===== src/rtl/core_pkg.sv =====
// Shared definitions for the core front end: fetch FSM states and
// instruction-width constants used by the fetch sequencer and its helpers.
package core_pkg;

    typedef enum logic [1:0] {
        FETCH = 2'd0,
        WAIT  = 2'd1,
        HOLD  = 2'd2,
        HALT  = 2'd3
    } fetch_state_e;

    localparam logic [31:0] NOP_INSTR   = 32'h0000_0013;
    localparam int          INSTR_BYTES = 4;

endpackage


===== src/rtl/next_pc_calc.sv =====
// Combinational next-PC selection (JALR > JAL > taken branch > sequential).
// Reports the raw target's low-bit misalignment; the caller decides the policy.
module next_pc_calc
    import core_pkg::*;
#(
    parameter int XLEN = 32
) (
    input  logic [XLEN-1:0]        instr_pc,
    input  logic signed [XLEN-1:0] imm,
    input  logic [XLEN-1:0]        rs1_val,
    input  logic                   branch_next,
    input  logic                   jump,
    input  logic                   jalr,
    output logic [XLEN-1:0]        next_pc,
    output logic                   misaligned
);

    logic [XLEN-1:0] target_jalr;
    logic [XLEN-1:0] target_rel;
    logic [XLEN-1:0] target_seq;

    // All sums wrap modulo 2^XLEN; the immediate is already sign-extended.
    assign target_jalr = (rs1_val + $unsigned(imm)) & ~{{(XLEN-1){1'b0}}, 1'b1};
    assign target_rel  = instr_pc + $unsigned(imm);
    assign target_seq  = instr_pc + XLEN'(INSTR_BYTES);

    always_comb begin
        next_pc = target_seq;
        if (jalr) begin
            next_pc = target_jalr;
        end else if (jump || branch_next) begin
            next_pc = target_rel;
        end
    end

    assign misaligned = (next_pc[1:0] != 2'b00);

endmodule


===== src/rtl/pc_fetch_unit.sv =====
// PC register and req/ack instruction fetch sequencer (FETCH/WAIT/HOLD/HALT).
// Optional feature: define MISALIGN_TRAP_EN to halt with misalign_err on a misaligned next PC.
module pc_fetch_unit
    import core_pkg::*;
#(
    parameter int              XLEN     = 32,
    parameter logic [XLEN-1:0] RESET_PC = 32'h0000_0000
) (
    input  logic                   clk,
    input  logic                   rst,
    input  logic                   branch_next,
    input  logic                   jump,
    input  logic                   jalr,
    input  logic signed [XLEN-1:0] imm,
    input  logic [XLEN-1:0]        rs1_val,
    input  logic                   retire,
    output logic                   imem_req,
    output logic [XLEN-1:0]        imem_addr,
    input  logic                   imem_ack,
    input  logic [31:0]            imem_rdata,
    output logic [31:0]            instr,
    output logic                   instr_valid,
    output logic [XLEN-1:0]        instr_pc,
`ifdef MISALIGN_TRAP_EN
    output logic                   misalign_err,
`endif
    output logic [XLEN-1:0]        pc_plus4
);

    fetch_state_e    state, state_next;
    logic [XLEN-1:0] pc, pc_next;
    logic            req_next;
    logic [XLEN-1:0] addr_next;
    logic [31:0]     instr_next;
    logic            valid_next;
    logic [XLEN-1:0] ipc_next;
    logic [XLEN-1:0] target;
    logic            misaligned;

    next_pc_calc #(.XLEN(XLEN)) u_next_pc_calc (
        .instr_pc    (instr_pc),
        .imm         (imm),
        .rs1_val     (rs1_val),
        .branch_next (branch_next),
        .jump        (jump),
        .jalr        (jalr),
        .next_pc     (target),
        .misaligned  (misaligned)
    );

    assign pc_plus4 = instr_pc + XLEN'(INSTR_BYTES);

`ifdef MISALIGN_TRAP_EN
    logic err_next;
`endif

    always_comb begin
        state_next = state;
        pc_next    = pc;
        req_next   = imem_req;
        addr_next  = imem_addr;
        instr_next = instr;
        valid_next = instr_valid;
        ipc_next   = instr_pc;
`ifdef MISALIGN_TRAP_EN
        err_next   = misalign_err;
`endif
        case (state)
            FETCH: begin
                req_next   = 1'b1;
                addr_next  = pc;
                state_next = WAIT;
            end
            WAIT: begin
                if (imem_ack) begin
                    instr_next = imem_rdata;
                    ipc_next   = pc;
                    valid_next = 1'b1;
                    req_next   = 1'b0;
                    state_next = HOLD;
                end
            end
            HOLD: begin
                if (retire) begin
                    valid_next = 1'b0;
`ifdef MISALIGN_TRAP_EN
                    if (misaligned) begin
                        err_next   = 1'b1;
                        state_next = HALT;
                    end else begin
                        pc_next    = target;
                        state_next = FETCH;
                    end
`else
                    // Misaligned targets are silently word-aligned.
                    pc_next    = misaligned ? {target[XLEN-1:2], 2'b00} : target;
                    state_next = FETCH;
`endif
                end
            end
            HALT: begin
                req_next   = 1'b0;
                valid_next = 1'b0;
            end
            default: state_next = FETCH;
        endcase
    end

    always_ff @(posedge clk or posedge rst) begin
        if (rst) begin
            state       <= FETCH;
            pc          <= RESET_PC;
            imem_req    <= 1'b0;
            imem_addr   <= RESET_PC;
            instr       <= NOP_INSTR;
            instr_valid <= 1'b0;
            instr_pc    <= RESET_PC;
`ifdef MISALIGN_TRAP_EN
            misalign_err <= 1'b0;
`endif
        end else begin
            state       <= state_next;
            pc          <= pc_next;
            imem_req    <= req_next;
            imem_addr   <= addr_next;
            instr       <= instr_next;
            instr_valid <= valid_next;
            instr_pc    <= ipc_next;
`ifdef MISALIGN_TRAP_EN
            misalign_err <= err_next;
`endif
        end
    end

endmodule


===== config.mk =====
export PLATFORM = sky130hd
export DESIGN_NAME = pc_fetch_unit
export DESIGN_NICKNAME = d
export VERILOG_FILES = /design/src/rtl/core_pkg.sv /design/src/rtl/next_pc_calc.sv /design/src/rtl/pc_fetch_unit.sv
export SDC_FILE = /design/constraint.sdc
export NUM_CORES = 1
export LEC_CHECK = 0
export CAP_MARGIN = 5
export CORE_MARGIN = 2
export CORE_UTILIZATION = 30
export CTS_CLUSTER_SIZE = 24
export DETAILED_ROUTE_END_ITERATION = 6
export DONT_BUFFER_PORTS = 1
export GPL_TIMING_DRIVEN = 0
export HOLD_SLACK_MARGIN = 0.08
export PLACE_DENSITY_LB_ADDON = 0.25
export REMOVE_ABC_BUFFERS = 1
export SLEW_MARGIN = 15
export SYNTH_ARGS = -nofsm -noshare
export SYNTH_HDL_FRONTEND = slang
export SYNTH_HIERARCHICAL = 1
export SYNTH_SLANG_ARGS = --single-unit

===== constraint.sdc =====
create_clock -name clk -period 4.51 [get_ports clk]
set_clock_uncertainty 0.15 [all_clocks]
set_input_delay 0.6765 -clock clk [delete_from_list [all_inputs] [get_ports clk]]
set_output_delay 0.6765 -clock clk [all_outputs]
set_load 0.1 [all_outputs]

==> qor.csv, run 1 <==
stage;metric;value;unit
timing;timing_hold_violations_final;0;
placed_design;placed_cells;1471;
synth;ff_latch_count_synth;132;
worst_setup_path;cp_max_stage_cell;dfrtp_1;
final_layout;register_area;3340;µm²
grt;all_layer_global_routing_usage;17.3;%
timing;fmax;230;MHz
worst_setup_path;worstPathCellList;nand2_1, nor4_4, nand4_1, xnor2_4;
clock_tree;clock_tree_from_tritoncts;built;
final_layout;antennaDiodeCount;0;
synth;yosys_most_used_dff;dfrtp_1;
final_layout;syn2layout_area_growth;17.3;%
floorplanning;horizontal_die_dimension;188;µm
grt;antenna_found_initial;0;
worst_setup_path;end_kind;primary output;
timing;fin_crit;4350;ps
worst_setup_path;crit_arrival;3530;ps
routing;drt_wl_total;31.1;mm
grt;grt_start_max_net_pins;93;
synth;synthesis.instances;1046;
synth;synth_largest_area_cell;dfrtp_1;
clock_tree;clkLatencyLatePin;420;ps
synth;synth_compound_area_share;17.4;%
worst_setup_path;critical_path.max_stage_delay;1160;ps
placed_design;finalWeightedCongestion;0.849;
synth;area_contributors_post_synth;dfrtp_1, mux2_2, ha_1;
final_layout;final_cell_count_no_fill;1504;
synth;post_synthesis_sequential_area_ratio;32.5;%
floorplanning;die_area;35400;µm²
clock_tree;clock_tree_buffer_depth;2;
synth;ys_async_sr_fraction;100;%
clock_tree;numCtsBuffers;17;
synth;synth_edf_count;0;
synth;post_synth_most_frequent_cells;dfrtp_1, mux2_2, a21oi_1, nand2_1, xnor2_1;
synth;post_synth_mux_area_share;14.4;%
worst_setup_path;timing.critical_path.required;3680;ps
routing;first_iter_violations;424;
worst_setup_path;type_of_the_worst_setup_path;flop to primary output;
synth;synth.most_common_cell;dfrtp_1;
worst_setup_path;worstPathMaxFanout;7;
clock_tree;cts.clk_slew.worst_paths;60;ps
synth;synth_top_area_share;31.8;%
synth;xor_and_xnor_fraction_of_the_mapped_netlist_area;8.88;%
floorplanning;fp.coreArea;33400;µm²
synth;yosys_warnings;6;
min_path;min_path_type;input port to flop;
timing;timing.max_slew.rel_slack;16.2;%
clock_tree;cts.sink_count;132;
worst_setup_path;crit_path_start_kind;flop;
synth;synth.avg_cell_area;9.71;µm²
timing;final.setup.worst_slack;158;ps
timing;timing.final.crit_share;96.5;%
final_layout;final_nets;1217;
timing;hold-worst-slack;256;ps
synth;largest_family_of_logic_cells_by_synthesized_area;compound AO/OA/AOI/OAI gates;
synth;basic_gate_share_of_the_synthesized_area_counting_and_or_nand_and_nor_cells;14.4;%
floorplanning;num_io_pins;233;
synth;syn_area;10200;µm²
run_status;status;finished clean;
routing;wl_per_cell;20.7;µm
routing;ant_nets;0;
final_layout;final_layout_size_suffix_gt1_share;25.2;%
final_layout;multi_input_comb_area;6870;µm²
floorplanning;chipHeight;188;µm
clock_tree;clk_root_buffer_cell;clkbuf_16;
grt;grt-ovfl-total;0;
clock_tree;number_of_h_tree_branching_levels;4;
floorplanning;placementRows;67;
run;drv_cap;0;
placed_design;pre_cts_ws;26.4;ps
floorplanning;floorplan.initialDensity;30.4;%
placed_design;dp_hpwl;24.3;mm
routing;dr_total_vias;7984;
timing;slew_at_the_pin_with_the_worst_max_slew_slack;1250;ps
synth;synth_area_in_adders;8.89;%
grt;first_global_vias;7822;
routing;viasPerCell;5.31;
grt;grt_first_pass_wirelength;47.3;mm
final_layout;num-fill-cells;3332;
timing;rsz_0062_raised_after_global_routing;no;
synth;ys_types;83;
final_layout;core_occupancy_in_the_finished_layout;35.6;%
timing;finalMaxSlewViolations;0;
placed_design;portBuffers;0;
routing;remaining_drcs;0;
routing;detailedRoute.firstPassIterationCount;6;
timing;finalSetupViolations;0;
worst max-delay path, delay by kind of cell (launching register included):
family / cells / cell delay [ps]
xor+xnor: 1 / 710
simple gates: 3 / 1240
flops: 1 / 1160
per-stage QoR:
step / setup TNS (ps) / area, µm²
3_3_place_gp: -198290 / 10500
2_1_floorplan: 0 / 9920
5_1_grt: 0 / 11900
3_5_place_dp: 0 / 11200
6_report: 0 / 11900
4_1_cts: 0 / 11900
cells in the final DEF, fill, tap and decap left out, types with 9 or more instances in the layout:
| master | instances |
|---|---|
| a211oi_1 | 13 |
| a21o_1 | 23 |
| a21oi_1 | 80 |
| and3_1 | 15 |
| buf_16 | 11 |
| clkbuf_16 | 17 |
| dfrtp_1 | 101 |
| dfrtp_2 | 28 |
| ha_1 | 68 |
| inv_1 | 27 |
| mux2_2 | 122 |
| nand2_1 | 74 |
| nand3_1 | 41 |
| nand4_1 | 19 |
| nor2_1 | 48 |
| nor3_1 | 19 |
| o211ai_1 | 9 |
| o21ai_0 | 49 |
| o21bai_1 | 11 |
| xnor2_1 | 44 |
| xnor2_2 | 14 |
| xnor2_4 | 12 |
| xor2_1 | 31 |
area by class of cell:
cell class              instances  area share [%]
multi-input cells             843            57.6
flip-flops and latches        132            28.0
well taps                     448            4.70
clock buffers                  23            4.01
repair buffers                 20            3.63
inverters                      29            1.09
clock inverters                 9           0.882
cell families after synthesis:
kind of cell | count (synthesis)
compound gates | 262
xor+xnor | 103
fa+ha+maj | 71
buf+inv | 71
flops | 132
mux | 130
simple gates | 277
final timing paths:
check / slack [ps] / depth (start not counted) / end / from
min in group asynchronous: 600 / 2 / instr[8] / rst
max: 160 / 4 / pc_plus4[22] / instr_pc[15]
max in group asynchronous: 2850 / 3 / instr_pc[30] / rst
max reg2reg: 170 / 11 / pc[26] / instr_pc[15]
min: 260 / 1 / instr[5] / imem_rdata[5]
min reg2reg: 370 / 1 / imem_addr[14] / pc[14]
registers in the layout, summed over array words and instances, names as in the netlist:
signal	count
instr_pc	32
instr	32
pc	32
imem_addr	32
instr_valid	1
state	2
imem_req	1
routing by layer:
layer | share of wire (%) | vias to the layer above | global-route usage (%)
met5 | 0 | - | 0
met4 | 2.5 | 0 | 5.81
met3 | 7.7 | 35 | 4.87
met2 | 44 | 242 | 26.3
met1 | 46 | 3845 | 23.7
li1 | - | 3862 | -
what timing repair did:
action | 4_1_cts | 5_1_grt
hold endpoints to repair | 37 | 0
setup endpoints to repair | 13 | 2
buffers inserted | 0 | 0
hold buffers | 1 | 0
resized for setup | 14 | 2
Power of run 1 is not shown: default switching activity piles up to over one toggle a cycle in this logic, so the estimate is an artifact.
==> inputs of run 2 (changes only) <==
--- a/config.mk
+++ b/config.mk
@@ -10,7 +10,6 @@
 export CORE_UTILIZATION = 30
 export CTS_CLUSTER_SIZE = 24
 export DETAILED_ROUTE_END_ITERATION = 6
-export DONT_BUFFER_PORTS = 1
 export GPL_TIMING_DRIVEN = 0
 export HOLD_SLACK_MARGIN = 0.08
 export PLACE_DENSITY_LB_ADDON = 0.25
==> constraint.sdc (replaced) <==
create_clock -name clk -period 4.51 [get_ports clk]
set_clock_uncertainty 0.15 [all_clocks]
set_input_delay 0.902 -clock clk [delete_from_list [all_inputs] [get_ports clk]]
set_output_delay 0.902 -clock clk [all_outputs]
set_load 0.1 [all_outputs]
==> run 2 against run 1 <==
  * Global-route usage grew 0.49 points
  * Worst setup slack lost 36 ps
  * Maximum frequency shrank 0.83%
  * Register-to-register slack gained 690 ps
  * Via count grew 9.2%
  * Largest cell class unchanged
  * First-iteration DRC count shrank 5.0%
  * Utilization grew 4.8 points
==> qor.csv, run 2 (synthesis gave the netlist of run 1 again) <==
stage;metric;value;unit;change
grt;first_global_vias;8541;;was 7,822
run;drv_cap;0;;unchanged
timing;timing.max_slew.rel_slack;26.8;%;was 16.2%
timing;tns;0;ps;unchanged
final_layout;multi_input_comb_area;6530;µm²;was 6870 µm²
clock_tree;cts.sink_count;132;;unchanged
timing;slew_at_the_pin_with_the_worst_max_slew_slack;1100;ps;was 1250 ps
floorplanning;floorplan.initialDensity;30.4;%;unchanged
grt;grt_start_max_net_pins;72;;was 93
floorplanning;die_area;35400;µm²;unchanged
placed_design;portBuffers;232;;was 0
routing;viasPerCell;5.07;;was 5.31
timing;timing.final.crit_share;97.3;%;was 96.5%
grt;grt_first_pass_wirelength;49.1;mm;was 47.3 mm
clock_tree;clk_root_buffer_cell;clkbuf_16;;unchanged
clock_tree;clkLatencyLatePin;420;ps;about the same
grt;antenna_found_initial;0;;unchanged
routing;remaining_drcs;0;;unchanged
routing;detailroute.wirelength.met3;1.96;mm;was 2.38 mm
timing;fmax;228;MHz;was 230 MHz
timing;finalSetupViolations;0;;unchanged
clock_tree;clock_tree_from_tritoncts;built;;unchanged
floorplanning;horizontal_die_dimension;188;µm;unchanged
timing;finalMaxSlewViolations;0;;unchanged
run_status;status;finished clean;;unchanged
routing;detailedRoute.firstPassIterationCount;5;;was 6
final_layout;final_nets;1434;;was 1,217
routing;total_length_of_routed_met2_wires;14.3;mm;was 13.7 mm
min_path;min_path_type;flop to flop;;was input port to flop
worst_setup_path;worst-r2r-setup-slack;860;ps;was 170 ps
worst_setup_path;end_kind;primary output;;unchanged
routing;m1WireLength;15.2;mm;was 14.2 mm
routing;drt_wl_total;31.9;mm;was 31.1 mm
routing;dr_total_vias;8721;;was 7,984
worst_setup_path;worst_r2r_path_depth;12;;was 11
worst_setup_path;worstPathMaxFanout;12;;was 7
placed_design;dp_hpwl;24.9;mm;was 24.3 mm
placed_design;finalWeightedCongestion;0.866;;was 0.849
routing;first_iter_violations;403;;was 424
clock_tree;number_of_h_tree_branching_levels;4;;unchanged
min_path;worst_hold_path.endpoint;imem_addr[17];;was instr[5]
routing;wl_per_cell;18.6;µm;was 20.7 µm
final_layout;syn2layout_area_growth;33.2;%;was 17.3%
grt;all_layer_global_routing_usage;17.8;%;was 17.3%
final_layout;num-fill-cells;3295;;was 3,332
timing;timing_hold_violations_final;0;;unchanged
worst_setup_path;r2r-start;instr_pc[0];;was instr_pc[15]
final_layout;highest_count_cells_in_the_layout_ignoring_fill_and_taps;clkdlybuf4s50_1, dfrtp_1, mux2_2;;was mux2_2, dfrtp_1, a21oi_1
final_layout;antennaDiodeCount;0;;unchanged
worst_setup_path;crit_path_start_kind;flop;;unchanged
min_path;holdCritStartpoint;imem_addr[17];;was imem_rdata[5]
worst_setup_path;timing.critical_path.required;3460;ps;was 3680 ps
routing;ant_nets;0;;unchanged
worst_setup_path;crit_arrival;3340;ps;was 3530 ps
floorplanning;placementRows;67;;unchanged
min_path;min_path_cells;1;;unchanged
clock_tree;clock_tree_buffer_depth;2;;unchanged
floorplanning;num_io_pins;233;;unchanged
clock_tree;cts_hold_buffers;0;;was 1
final_layout;mostFrequentLayoutCell;clkdlybuf4s50_1;;was mux2_2
floorplanning;fp.coreArea;33400;µm²;unchanged
final_layout;final_layout_size_suffix_gt1_share;15.9;%;was 25.2%
clock_tree;numCtsBuffers;17;;unchanged
timing;rsz_0062_raised_after_global_routing;no;;unchanged
clock_tree;cts.clk_slew.worst_paths;60;ps;about the same
timing;fin_crit;4390;ps;was 4350 ps
floorplanning;chipHeight;188;µm;unchanged
routing;top_layer;met4;;unchanged
grt;grt-ovfl-total;0;;unchanged
worst_setup_path;type_of_the_worst_setup_path;flop to primary output;;unchanged
final_layout;register_area;3310;µm²;was 3340 µm²
worst_setup_path;regToRegEndpoint;pc[26];;unchanged
## run 2: cell count changes in the layout (fill, tap and decap cells not counted), sizes merged
cell	previous run	this run
dlygate4sd3	1	0
dlygate4sd2	0	14
inv	28	30
dlymetal6s2s	0	5
clkdlybuf4s50	0	212
clkinv	6	5
buf	19	6
clkinvlp	1	2
clkbuf	23	20
## run 2: cell type report
cell class                      count  area share [%]
Multi-Input combinational cell    843            48.2
Sequential cell                   132            24.4
Timing Repair Buffer              237            17.9
Tap cell                          448            4.14
Clock buffer                       20            3.45
Inverter                           29           0.961
Clock inverter                     11           0.924
## run 2: metrics by stage
step                setup WS (ps)  utilization, %  instance area, µm²  cells  hold slack (ps)
global route                 3.07            40.5               13500   1720              367
floorplan                    -173               -                9920   1004              312
CTS                          21.3            40.4               13500   1720              349
finish                        121            40.5               13500   1720              349
detailed placement           -338            38.7               12900   1689              324
global placement            -2140            38.3               12800   1684              319
## run 2: timing repair
item	4_1_cts	5_1_grt
endpoints found under the hold margin	0	0
cloned	0	0
setup endpoints to repair	14	6
setup buffers	0	0
gates resized for setup	14	7
## run 2: critical path, cell delays in order, from the launching register on
cell and delay [ps]:
dfrtp_1 630, nand4_2 330, nor3_2 410, nand4_1 170, xnor2_1 180, clkdlybuf4s50_1 1200
## run 2: layer usage
metal,vias up,global-route usage (%)
met3,22,4.21
met2,242,27.8
met4,0,5.03
met5,-,0
met1,4167,24.6
li1,4290,-
## run 2: worst max-delay path by stage
| stage | startpoint | endpoint | slack [ps] | cells after the start |
|---|---|---|---|---|
| after floorplan | instr_pc[5] | pc_plus4[27] | -170 | 4 |
| after global placement | rst | instr_pc[0] | -2140 | 2 |
| after detailed placement | imm[0] | pc[26] | -340 | 13 |
| after CTS | instr_pc[4] | pc_plus4[29] | 20 | 5 |
| after global routing | instr_pc[4] | pc_plus4[13] | 3 | 5 |
| final | instr_pc[4] | pc_plus4[13] | 120 | 5 |
Power of run 2 is left out for the same reason.
==> inputs of run 3 (changes only) <==
--- a/config.mk
+++ b/config.mk
@@ -5,13 +5,13 @@
 export SDC_FILE = /design/constraint.sdc
 export NUM_CORES = 1
 export LEC_CHECK = 0
+export ABC_AREA = 1
 export CAP_MARGIN = 5
 export CORE_MARGIN = 2
 export CORE_UTILIZATION = 30
 export CTS_CLUSTER_SIZE = 24
 export DETAILED_ROUTE_END_ITERATION = 6
 export GPL_TIMING_DRIVEN = 0
-export HOLD_SLACK_MARGIN = 0.08
 export PLACE_DENSITY_LB_ADDON = 0.25
 export REMOVE_ABC_BUFFERS = 1
 export SLEW_MARGIN = 15
==> run 3 against run 2 <==
  * First-iteration DRC count grew 130%
  * Die area grew 17%
  * Largest cell class unchanged
  * Synthesized cell count grew 74%
  * Worst setup slack gained 47 ps
  * Worst hold slack gained 5.5 ps
==> qor.csv, run 3 <==
stage;metric;value;unit;change
run_status;status;finished clean;;unchanged
clock_tree;clk_root_buffer_cell;clkbuf_16;;unchanged
clock_tree;numCtsBuffers;17;;unchanged
grt;first_global_vias;11700;;was 8,541
worst_setup_path;crit_arrival;3290;ps;was 3340 ps
clock_tree;cts.sink_count;132;;unchanged
floorplanning;chipHeight;203;µm;was 188 µm
synth;synth.avg_cell_area;6.55;µm²;was 9.71 µm²
clock_tree;clock_tree_buffer_depth;2;;unchanged
synth;post_synth_mux_area_share;6.72;%;was 14.4%
synth;synth_area_in_adders;7.59;%;was 8.89%
synth;post_synthesis_sequential_area_ratio;27.8;%;was 32.5%
synth;post_synth_most_frequent_cells;nand2_1, inv_1, nor2_1, dfrtp_1, a21oi_1;;was dfrtp_1, mux2_2, a21oi_1, nand2_1, xnor2_1
timing;rsz_0062_raised_after_global_routing;no;;unchanged
floorplanning;placementRows;72;;was 67
placed_design;dp_hpwl;36.0;mm;was 24.9 mm
final_layout;mostFrequentLayoutCell;nand2_1;;was clkdlybuf4s50_1
synth;xor_and_xnor_fraction_of_the_mapped_netlist_area;3.36;%;was 8.88%
final_layout;multi_input_comb_area;7480;µm²;was 6530 µm²
timing;finalMaxSlewViolations;0;;unchanged
placed_design;finalWeightedCongestion;0.910;;was 0.866
synth;synth_top_area_share;27.1;%;was 31.8%
routing;remaining_drcs;0;;unchanged
routing;detailedRoute.firstPassIterationCount;5;;unchanged
routing;viasPerCell;4.71;;was 5.07
timing;timing.final.crit_share;96.3;%;was 97.3%
floorplanning;floorplan.initialDensity;30.6;%;was 30.4%
synth;synth.most_common_cell;nand2_1;;was dfrtp_1
clock_tree;clkLatencyLatePin;420;ps;about the same
grt;grt-ovfl-total;0;;unchanged
synth;syn_area;11900;µm²;was 10,200 µm²
timing;final.setup.worst_slack;169;ps;was 121 ps
synth;synth_compound_area_share;8.14;%;was 17.4%
floorplanning;num_io_pins;233;;unchanged
synth;synthesis.instances;1817;;was 1,046
clock_tree;clock_tree_from_tritoncts;built;;unchanged
final_layout;postLayoutCellArea;15400;µm²;was 13,500 µm²
final_layout;final_layout_size_suffix_gt1_share;8.23;%;was 15.9%
synth;yosys_most_used_dff;dfrtp_1;;unchanged
worst_setup_path;crit_path_start_kind;flop;;unchanged
routing;wl_per_cell;17.1;µm;was 18.6 µm
floorplanning;horizontal_die_dimension;203;µm;was 188 µm
routing;dr_total_vias;12100;;was 8,721
min_path;min_path_type;flop to flop;;unchanged
timing;finalSetupViolations;0;;unchanged
grt;all_layer_global_routing_usage;21.4;%;was 17.8%
worst_setup_path;timing.critical_path.required;3460;ps;about the same
placed_design;total_placed_instance_area;14800;µm²;was 12,900 µm²
final_layout;antennaDiodeCount;0;;unchanged
worst_setup_path;worstPathMaxFanout;9;;was 12
grt;grt_start_max_net_pins;103;;was 72
timing;fin_crit;4340;ps;was 4390 ps
synth;basic_gate_share_of_the_synthesized_area_counting_and_or_nand_and_nor_cells;36.9;%;was 14.4%
synth;largest_family_of_logic_cells_by_synthesized_area;simple AND/OR/NAND/NOR gates;;was compound AO/OA/AOI/OAI gates
timing;fmax;230;MHz;was 228 MHz
final_layout;num-fill-cells;4204;;was 3,295
grt;grt_first_pass_wirelength;67.9;mm;was 49.1 mm
grt;antenna_found_initial;0;;unchanged
synth;area_contributors_post_synth;dfrtp_1, nand2_1, inv_1;;was dfrtp_1, mux2_2, ha_1
final_layout;syn2layout_area_growth;29.1;%;was 33.2%
clock_tree;post-cts-setup-buffer-count;0;;unchanged
synth;ys_async_sr_fraction;100;%;unchanged
routing;drt_wl_total;44.1;mm;was 31.9 mm
final_layout;core_occupancy_in_the_finished_layout;39.5;%;was 40.5%
timing;timing_hold_violations_final;0;;unchanged
final_layout;register_area;3310;µm²;unchanged
final_layout;highest_count_cells_in_the_layout_ignoring_fill_and_taps;nand2_1, inv_1, clkdlybuf4s50_1;;was clkdlybuf4s50_1, dfrtp_1, mux2_2
routing;first_iter_violations;945;;was 403
run;drv_cap;0;;unchanged
clock_tree;cts.clk_slew.worst_paths;60;ps;about the same
placed_design;portBuffers;232;;unchanged
worst_setup_path;type_of_the_worst_setup_path;flop to primary output;;unchanged
placed_design;pre_cts_ws;388;ps;was -338 ps
synth;synth_edf_count;0;;unchanged
synth;ys_types;52;;was 83
final_layout;final_nets;2214;;was 1,434
timing;timing.max_slew.rel_slack;27.7;%;was 26.8%
timing;slew_at_the_pin_with_the_worst_max_slew_slack;1080;ps;was 1100 ps
worst_setup_path;end_kind;primary output;;unchanged
synth;synth_largest_area_cell;dfrtp_1;;unchanged
routing;ant_nets;0;;unchanged
floorplanning;fp.coreArea;38900;µm²;was 33,400 µm²
floorplanning;die_area;41300;µm²;was 35,400 µm²
synth;ff_latch_count_synth;132;;unchanged
clock_tree;number_of_h_tree_branching_levels;4;;unchanged
synth;yosys_warnings;6;;unchanged
-- run 3: kinds of logic (layout without fill, tap and decap cells) --
family,Yosys count,count (layout)
AND/OR/NAND/NOR,1035,1035
buffers and inverters,283,519
AO/OA/AOI/OAI,181,181
flip-flops,132,132
adder cells (fa/ha/maj),71,71
multiplexers,71,71
XOR/XNOR,44,44
-- run 3: repair_timing --
action,4_1_cts,5_1_grt
hold buffers,0,0
resized for setup,2,6
endpoints found under the setup margin,2,6
-- run 3: final timing paths --
kind                                from            end  slack, ps  cells past startpoint
max in group asynchronous            rst         pc[29]       2740                      3
hold / removal             imem_addr[25]  imem_addr[25]        350                      1
setup reg to reg            instr_pc[21]         pc[22]       1660                      9
setup / recovery             instr_pc[2]   pc_plus4[27]        170                      7
hold reg to reg            imem_addr[25]  imem_addr[25]        350                      1
min in group asynchronous            rst      instr[17]        700                      2
-- run 3: area by class of cell --
| class | count | area share, % |
|---|---|---|
| well taps | 518 | 4.22 |
| repair buffers | 236 | 15.8 |
| multi-input cells | 1402 | 48.7 |
| clock buffers | 18 | 2.86 |
| clock inverters | 14 | 0.765 |
| inverters | 251 | 6.18 |
| flip-flops and latches | 132 | 21.5 |
-- run 3: routing by layer --
layer / vias up / GRT usage, % / routed length [µm]
li1: 6195 / - / -
met1: 5574 / 28.8 / 20300
met2: 311 / 36.5 / 20900
met3: 33 / 3.24 / 2180
met4: 0 / 4.04 / 638
met5: - / 0 / 0
-- run 3: worst max-delay path: stages, from the launching register on --
cell and delay [ps]:
dfrtp_1 650, inv_1 240, nor2_8 240, nand2_4 120, nor2_1 230, nand3_1 110
nand2_1 110, clkdlybuf4s50_1 1140
-- run 3: per-stage QoR --
step / hold WS (ps) / std cells / TNS [ps]
floorplan: 311 / 1785 / -10260
global placement: 338 / 2535 / -290540
detailed placement: 341 / 2539 / 0
CTS: 357 / 2571 / 0
global route: 368 / 2571 / 0
finish: 355 / 2571 / 0
Power of run 3 is left out for the same reason.
